<file path="config.mk">
export PLATFORM = sky130hd
export DESIGN_NAME = ifu_fetch
export DESIGN_NICKNAME = d
export VERILOG_FILES = /design/src/rtl/ifu_fetch.sv
export SDC_FILE = /design/constraint.sdc
export NUM_CORES = 1
export LEC_CHECK = 0
export ABC_AREA = 1
export CAP_MARGIN = 20
export CORE_MARGIN = 5
export CORE_UTILIZATION = 39
export CTS_CLUSTER_DIAMETER = 40
export CTS_CLUSTER_SIZE = 28
export DETAILED_ROUTE_END_ITERATION = 10
export HOLD_SLACK_MARGIN = 0.06
export PLACE_DENSITY = 0.72
export SYNTH_ARGS = -nofsm -noshare
export SYNTH_HDL_FRONTEND = slang
export SYNTH_SLANG_ARGS = --single-unit
</file>
<file path="constraint.sdc">
create_clock -name clk -period 3.4 [get_ports clk]
set_input_delay 0.68 -clock clk [delete_from_list [all_inputs] [get_ports clk]]
set_output_delay 0.68 -clock clk [all_outputs]
set_load 0.005 [all_outputs]
</file>
<file path="src/rtl/ifu_fetch.sv">
// Instruction fetch stage and IF/ID pipeline register.
// Define IFU_DELAY_SLOT_EN for MIPS delay-slot behaviour; by default redirects squash the in-flight fetch.
module ifu_fetch #(
  parameter logic [31:0] PC_RESET = 32'h0000_3000,
  parameter logic [31:0] IMEM_LO  = 32'h0000_3000,
  parameter logic [31:0] IMEM_HI  = 32'h0000_6FFC
) (
  input  logic        clk,
  input  logic        reset_n,
  input  logic        stall,
  input  logic [1:0]  npc_sel,
  input  logic        br_taken,
  input  logic [31:0] br_offset,
  input  logic [25:0] j_index,
  input  logic [31:0] jr_target,
  output logic [31:0] imem_addr,
  input  logic [31:0] imem_rdata,
  output logic [31:0] id_instr,
  output logic [31:0] id_pc,
  output logic [31:0] id_pc8,
  output logic        id_valid,
  output logic        id_fetch_err
);

  localparam logic [1:0] NPC_SEQ = 2'd0;
  localparam logic [1:0] NPC_BR  = 2'd1;
  localparam logic [1:0] NPC_J   = 2'd2;
  localparam logic [1:0] NPC_JR  = 2'd3;

  logic [31:0] pc;
  logic [31:0] pc4;
  logic [31:0] idpc4;
  logic [31:0] target;
  logic [31:0] next_pc;
  logic        redirect;
  logic        illegal;

  assign pc4       = pc + 32'd4;
  assign idpc4     = id_pc + 32'd4;
  assign imem_addr = pc;
  assign id_pc8    = id_pc + 32'd8;

  assign illegal = (pc[1:0] != 2'b00) || (pc < IMEM_LO) || (pc > IMEM_HI);

  // An invalid ID slot cannot request a redirect even if npc_sel glitches.
  always_comb begin
    target   = pc4;
    redirect = 1'b0;
    case (npc_sel)
      NPC_BR: begin
        target   = idpc4 + (br_offset << 2);
        redirect = br_taken;
      end
      NPC_J: begin
        target   = {idpc4[31:28], j_index, 2'b00};
        redirect = 1'b1;
      end
      NPC_JR: begin
        target   = jr_target;
        redirect = 1'b1;
      end
      default: begin
        target   = pc4;
        redirect = 1'b0;
      end
    endcase
    redirect = redirect && id_valid;
    next_pc  = redirect ? target : pc4;
  end

  always_ff @(posedge clk or negedge reset_n) begin
    if (!reset_n) begin
      pc           <= PC_RESET;
      id_instr     <= 32'd0;
      id_pc        <= 32'd0;
      id_valid     <= 1'b0;
      id_fetch_err <= 1'b0;
    end else if (!stall) begin
      pc    <= next_pc;
      id_pc <= pc;
`ifdef IFU_DELAY_SLOT_EN
      id_instr     <= illegal ? 32'd0 : imem_rdata;
      id_valid     <= 1'b1;
      id_fetch_err <= illegal;
`else
      if (redirect) begin
        id_instr     <= 32'd0;
        id_valid     <= 1'b0;
        id_fetch_err <= 1'b0;
      end else begin
        id_instr     <= illegal ? 32'd0 : imem_rdata;
        id_valid     <= 1'b1;
        id_fetch_err <= illegal;
      end
`endif
    end
  end

endmodule

</file>
# After elaboration in Yosys (flattened, before gate mapping)
# Cells that the tools add are included.
# totals
romBits,0
output_inout_bits,130
mem_bits_rw,0
latch_bits,0
regBits,98
memories,0
wordCells,26
# classes
add_sub_neg,4
div,0
magnitude_cmp,2
shifts,0
n_reduce_logical,5
muxes,7
bitwise,0
multipliers,0
eq_ne,3
# op_table
op,n
two-way mux 32 bit,3
case mux 32 bit (3 select lines),1
adder 32 x 3 -> 32 bit (second input constant),2
adder 32 bit,1
adder 32 x 4 -> 32 bit (second input constant),1
> comparator 32 x 15 -> 1 bit (second input constant),1
less-than comparator 32 x 14 -> 1 bit (second input constant),1
equality test 2 bit (second input constant),2
equality test 2 x 1 -> 1 bit (second input constant),1
logical OR 1 bit,2
two-way mux 1 bit,2
case mux 1 bit (2 select lines),1
nonzero test 2 bit,1
OR reduction 2 bit,1
logical AND 1 bit,1

# Depth between registers and ports, before layout
# depth
word_depth,5
depth_mapped,24

# Worst setup path after synthesis
# OpenSTA, ideal clock, no wires.
# synth_timing
path_type,flip-flop to flip-flop
start,reg id_pc[4]
end,reg pc[30] (netlist: imem_addr[30])
stages_incl_launch_ff,20
slack_ps,559
synth_period_minus_slack_ps,2841
arrival_ps,2725
path_cell_list,dfrtp_1 ha_1 inv_1 nor2_1 inv_1 nor2_4 nand3_1 xnor2_1 mux2i_1 inv_1 ha_1 a21oi_1 o21a_1 nand2_1 a21oi_1 nand3_1 nand3_1 nand2_1 nand2_1 nand2_1
# synth_between
elab_chain_len,4
# synth_rtl
element,line_no,text
"start, declared",19,"output logic [31:0] id_pc,"
"start signal, assigned",80,id_pc <= pc;
adder 32 x 3 -> 32 bit (*),39,assign idpc4 = id_pc + 32'd4;
adder 32 bit,51,target = idpc4 + (br_offset << 2);
case mux 32 bit (3 select lines) (*),49,case (npc_sel)
two-way mux 32 bit (*),68,next_pc = redirect ? target : pc4;
"end signal, assigned",79,pc <= next_pc;
"end, declared",30,logic [31:0] pc;
# Every way passes the cells marked *; elsewhere a longest branch is shown, timed or not.
# A chain may end at the register's enable or synchronous reset.

# Final worst setup path
# layout_timing
start,reg id_pc[3]
end,reg pc[28] (netlist: imem_addr[28])
# The elaborated chain is that of the path after synthesis.

==> results_dict.tcl <==
set metrics [dict create \
    fp-row-count 54 \
    worst_slew_margin_rel 0.514 \
    setup_viol_count_final 0 \
    layout.cells.most_common_list "nand2_1, clkdlybuf4s50_1, inv_1, buf_4, dfrtp_1" \
    timing_worst_setup_path_type "flop to flop" \
    critical_path.max_fanout 4 \
    area.sequential_sq_um 2460 \
    worst_ep_required_time_ns 3.64 \
    cellPowerDensity_nw_per_um2 471 \
    die_height_microns 159 \
    ys_ff_latch 98 \
    critical_path.startpoint_type "flop" \
    postRouteAntennaNets 0 \
    ys_top_cells_by_area "dfrtp_1, nand2_1, inv_1" \
    place.gp.congestion 1.02 \
    drt-initial-drc-count 663 \
    power.static_leakage_uw 0.00603 \
    drcViolationCount 0 \
    min_period_ns 3.28 \
    share_of_cells_above_drive_strength_1 0.143 \
    yosysSeqAreaShare 0.285 \
    cts_buffers 9 \
    fillerInstances 2045 \
    routed_via_density 5.20 \
    grt_first_pass_wirelength_microns 52800 \
    max_cap_violations 0 \
    cts_num_sinks 98 \
    syn_area_per_cell_sq_um 6.53 \
    finalHoldViolCount 0 \
    highest_ir_drop_seen_on_vdd_mv 0.292 \
    effective_utilization_at_floorplan 0.396 \
    fmax_mhz 305 \
    run_status "completed" \
    width_of_the_chip_microns 159 \
    worst-slew-pin-transition_ns 0.729 \
    place_hpwl_microns 28800 \
    multiInputGateArea_sq_um 5540 \
    detail_route.first_pass.iterations 5 \
    arrival_ns 3.52 \
    netlist_area_sq_um 8610 \
    cts_root_buffer "clkbuf_16" \
    min_period_over_period 0.966 \
    core-area_sq_um 21800 \
    synthesis.yosys.warnings 0 \
    pin_count 258 \
    h-tree-depth 3 \
    holdBufCountCts 0 \
    dr_total_vias 10100 \
    post_synth_num_cell_types 46 \
    fin_tns_setup_ns 0 \
    nNetsFinal 1820 \
    timing.final.max_slew_violations 0 \
    critical_path.endpoint_type "flop" \
    clock-skew-final_ns 0.0102 \
    post-synth-top-area-fraction 0.279 \
    cts_tree "done" \
    route.detailed.wl_per_inst_microns 18.1 \
    post_synthesis_net_count 1483 \
    clk_pin_slew_ns 0.08 \
    hold_class "input pin to async pin" \
    fin_hold_ws_ns 0.395 \
    grt-ovfl-total 0 \
    cts.path.max_buffers 2 \
    unrepaired_setup_endpoints_after_global_routing "yes" \
    clkLatencyLatePin_ns 0.35 \
    grt_pass1_vias 9604 \
    track_usage 0.271 \
    floorplan.die_area_sq_um 25200 \
    area.growth.synth_to_final_pct 48.6 \
    io_buffer_count 255 \
    routed_wirelength_microns 35100 \
    grt_antenna_before_repair 0 \
    layout.cells.most_common "nand2_1" \
    post_synthesis_cell_count 1318 \
    grt_max_degree 59 \
    synth_top_area_cell "dfrtp_1" \
    antennaDiodeCount 0 \
]
[cell type report]
cell class	count	area share
multi-input cells	992	0.433
repair buffers	374	0.271
flip-flops and latches	98	0.192
inverters	180	0.0528
well taps	280	0.0274
clock buffers	10	0.0187
clock inverters	6	0.00440
[flip-flops by register name, summed over array words and instances, names as in the netlist]
signal,cells
id_valid,1
id_pc,32
id_instr,32
imem_addr,32
id_fetch_err,1
[timing repair]
action	in CTS	in global routing
setup buffers	1	8
pin swaps	1	16
endpoints found under the setup margin	7	26
hold endpoints to repair	0	0
gates resized for setup	7	71
[worst max-delay path, cell delays in order (launching register included)]
cell and delay, ns:
dfrtp_1 0.39, ha_2 0.19, inv_1 0.05, nor2_2 0.13, inv_2 0.09, buf_4 0.14, nor3_2 0.27, xor2_1 0.15
nand2_1 0.09, nand2_1 0.09, ha_1 0.36, nand2_1 0.09, nor2_1 0.11, buf_4 0.14, nand2_1 0.05, inv_1 0.13
nand3_1 0.19, nand2_1 0.11, nand2_1 0.05, nand3_1 0.09, nand2_1 0.12, nand2_1 0.09, nand2_1 0.04
[logic make-up after synthesis]
logic type,synth area share
multiplexers,0.00116
buffers and inverters,0.104
AO/OA/AOI/OAI,0.148
adder cells (fa/ha/maj),0.0546
flip-flops,0.285
AND/OR/NAND/NOR,0.359
XOR/XNOR,0.0478
[synth_stat cells, drive strengths merged]
cell     number
a211oi        1
a21oi        52
a221oi       17
a31oi         6
a32o         32
and2          5
buf          17
clkbuf       31
clkinv        2
dfrtp        96
dfstp         2
fa            1
ha           36
inv         178
mux2i         1
nand2       419
nand3        99
nand3b        2
nand4        24
nor2        120
nor3         28
nor4          9
o2111ai       1
o211ai        4
o21a          1
o21ai        75
o21bai        7
o22ai         1
o31ai         3
or2           1
xnor2         8
xor2         39
[final timing paths]
path	depth (start not counted)	slack [ns]	to	from
setup / recovery	22	0.12	imem_addr[28]$_DFFE_PN0N_	id_pc[3]$_DFFE_PN0N_
hold / removal	1	0.39	imem_addr[23]$_DFFE_PN0N_	reset_n
setup reg to reg	22	0.12	imem_addr[28]$_DFFE_PN0N_	id_pc[3]$_DFFE_PN0N_
min in group clk	1	0.49	id_instr[10]$_DFFE_PN0N_	id_instr[10]$_DFFE_PN0N_
max in group asynchronous	2	2.24	imem_addr[13]$_DFFE_PN1N_	reset_n
hold reg to reg	1	0.49	id_instr[10]$_DFFE_PN0N_	id_instr[10]$_DFFE_PN0N_
[where the power goes]
group          leakage (uW)  internal (uW)  switching (uW)
clock network      0.000143            532             475
logic               0.00465           1550            1840
registers           0.00124           1360             273
total               0.00603           3440            2590
[metrics by stage]
step                      utilization  cell area [sq um]  worst slack (ns)  cells  total power, uW
final                           0.588              12800             0.116   1940             6030
after global routing            0.588              12800            -0.129   1940             6460
after CTS                       0.573              12500           0.00722   1932             5910
after detailed placement        0.558              12100            -0.173   1915             4880
after global placement          0.558              12100            -0.116   1915             4840
after floorplan                     -               8610             0.559   1318             3200
[layer usage]
layer  GRT usage  up-vias  wire, microns  part of all wire
met5           0        -              0                 0
met4      0.0747        0            917             0.026
met3      0.0451       49           2670             0.076
met2       0.462      373          16800              0.48
met1       0.356     4669          14700              0.42
li1            -     4988              -                 -
Note: power is estimated with default switching activity, not from simulation.
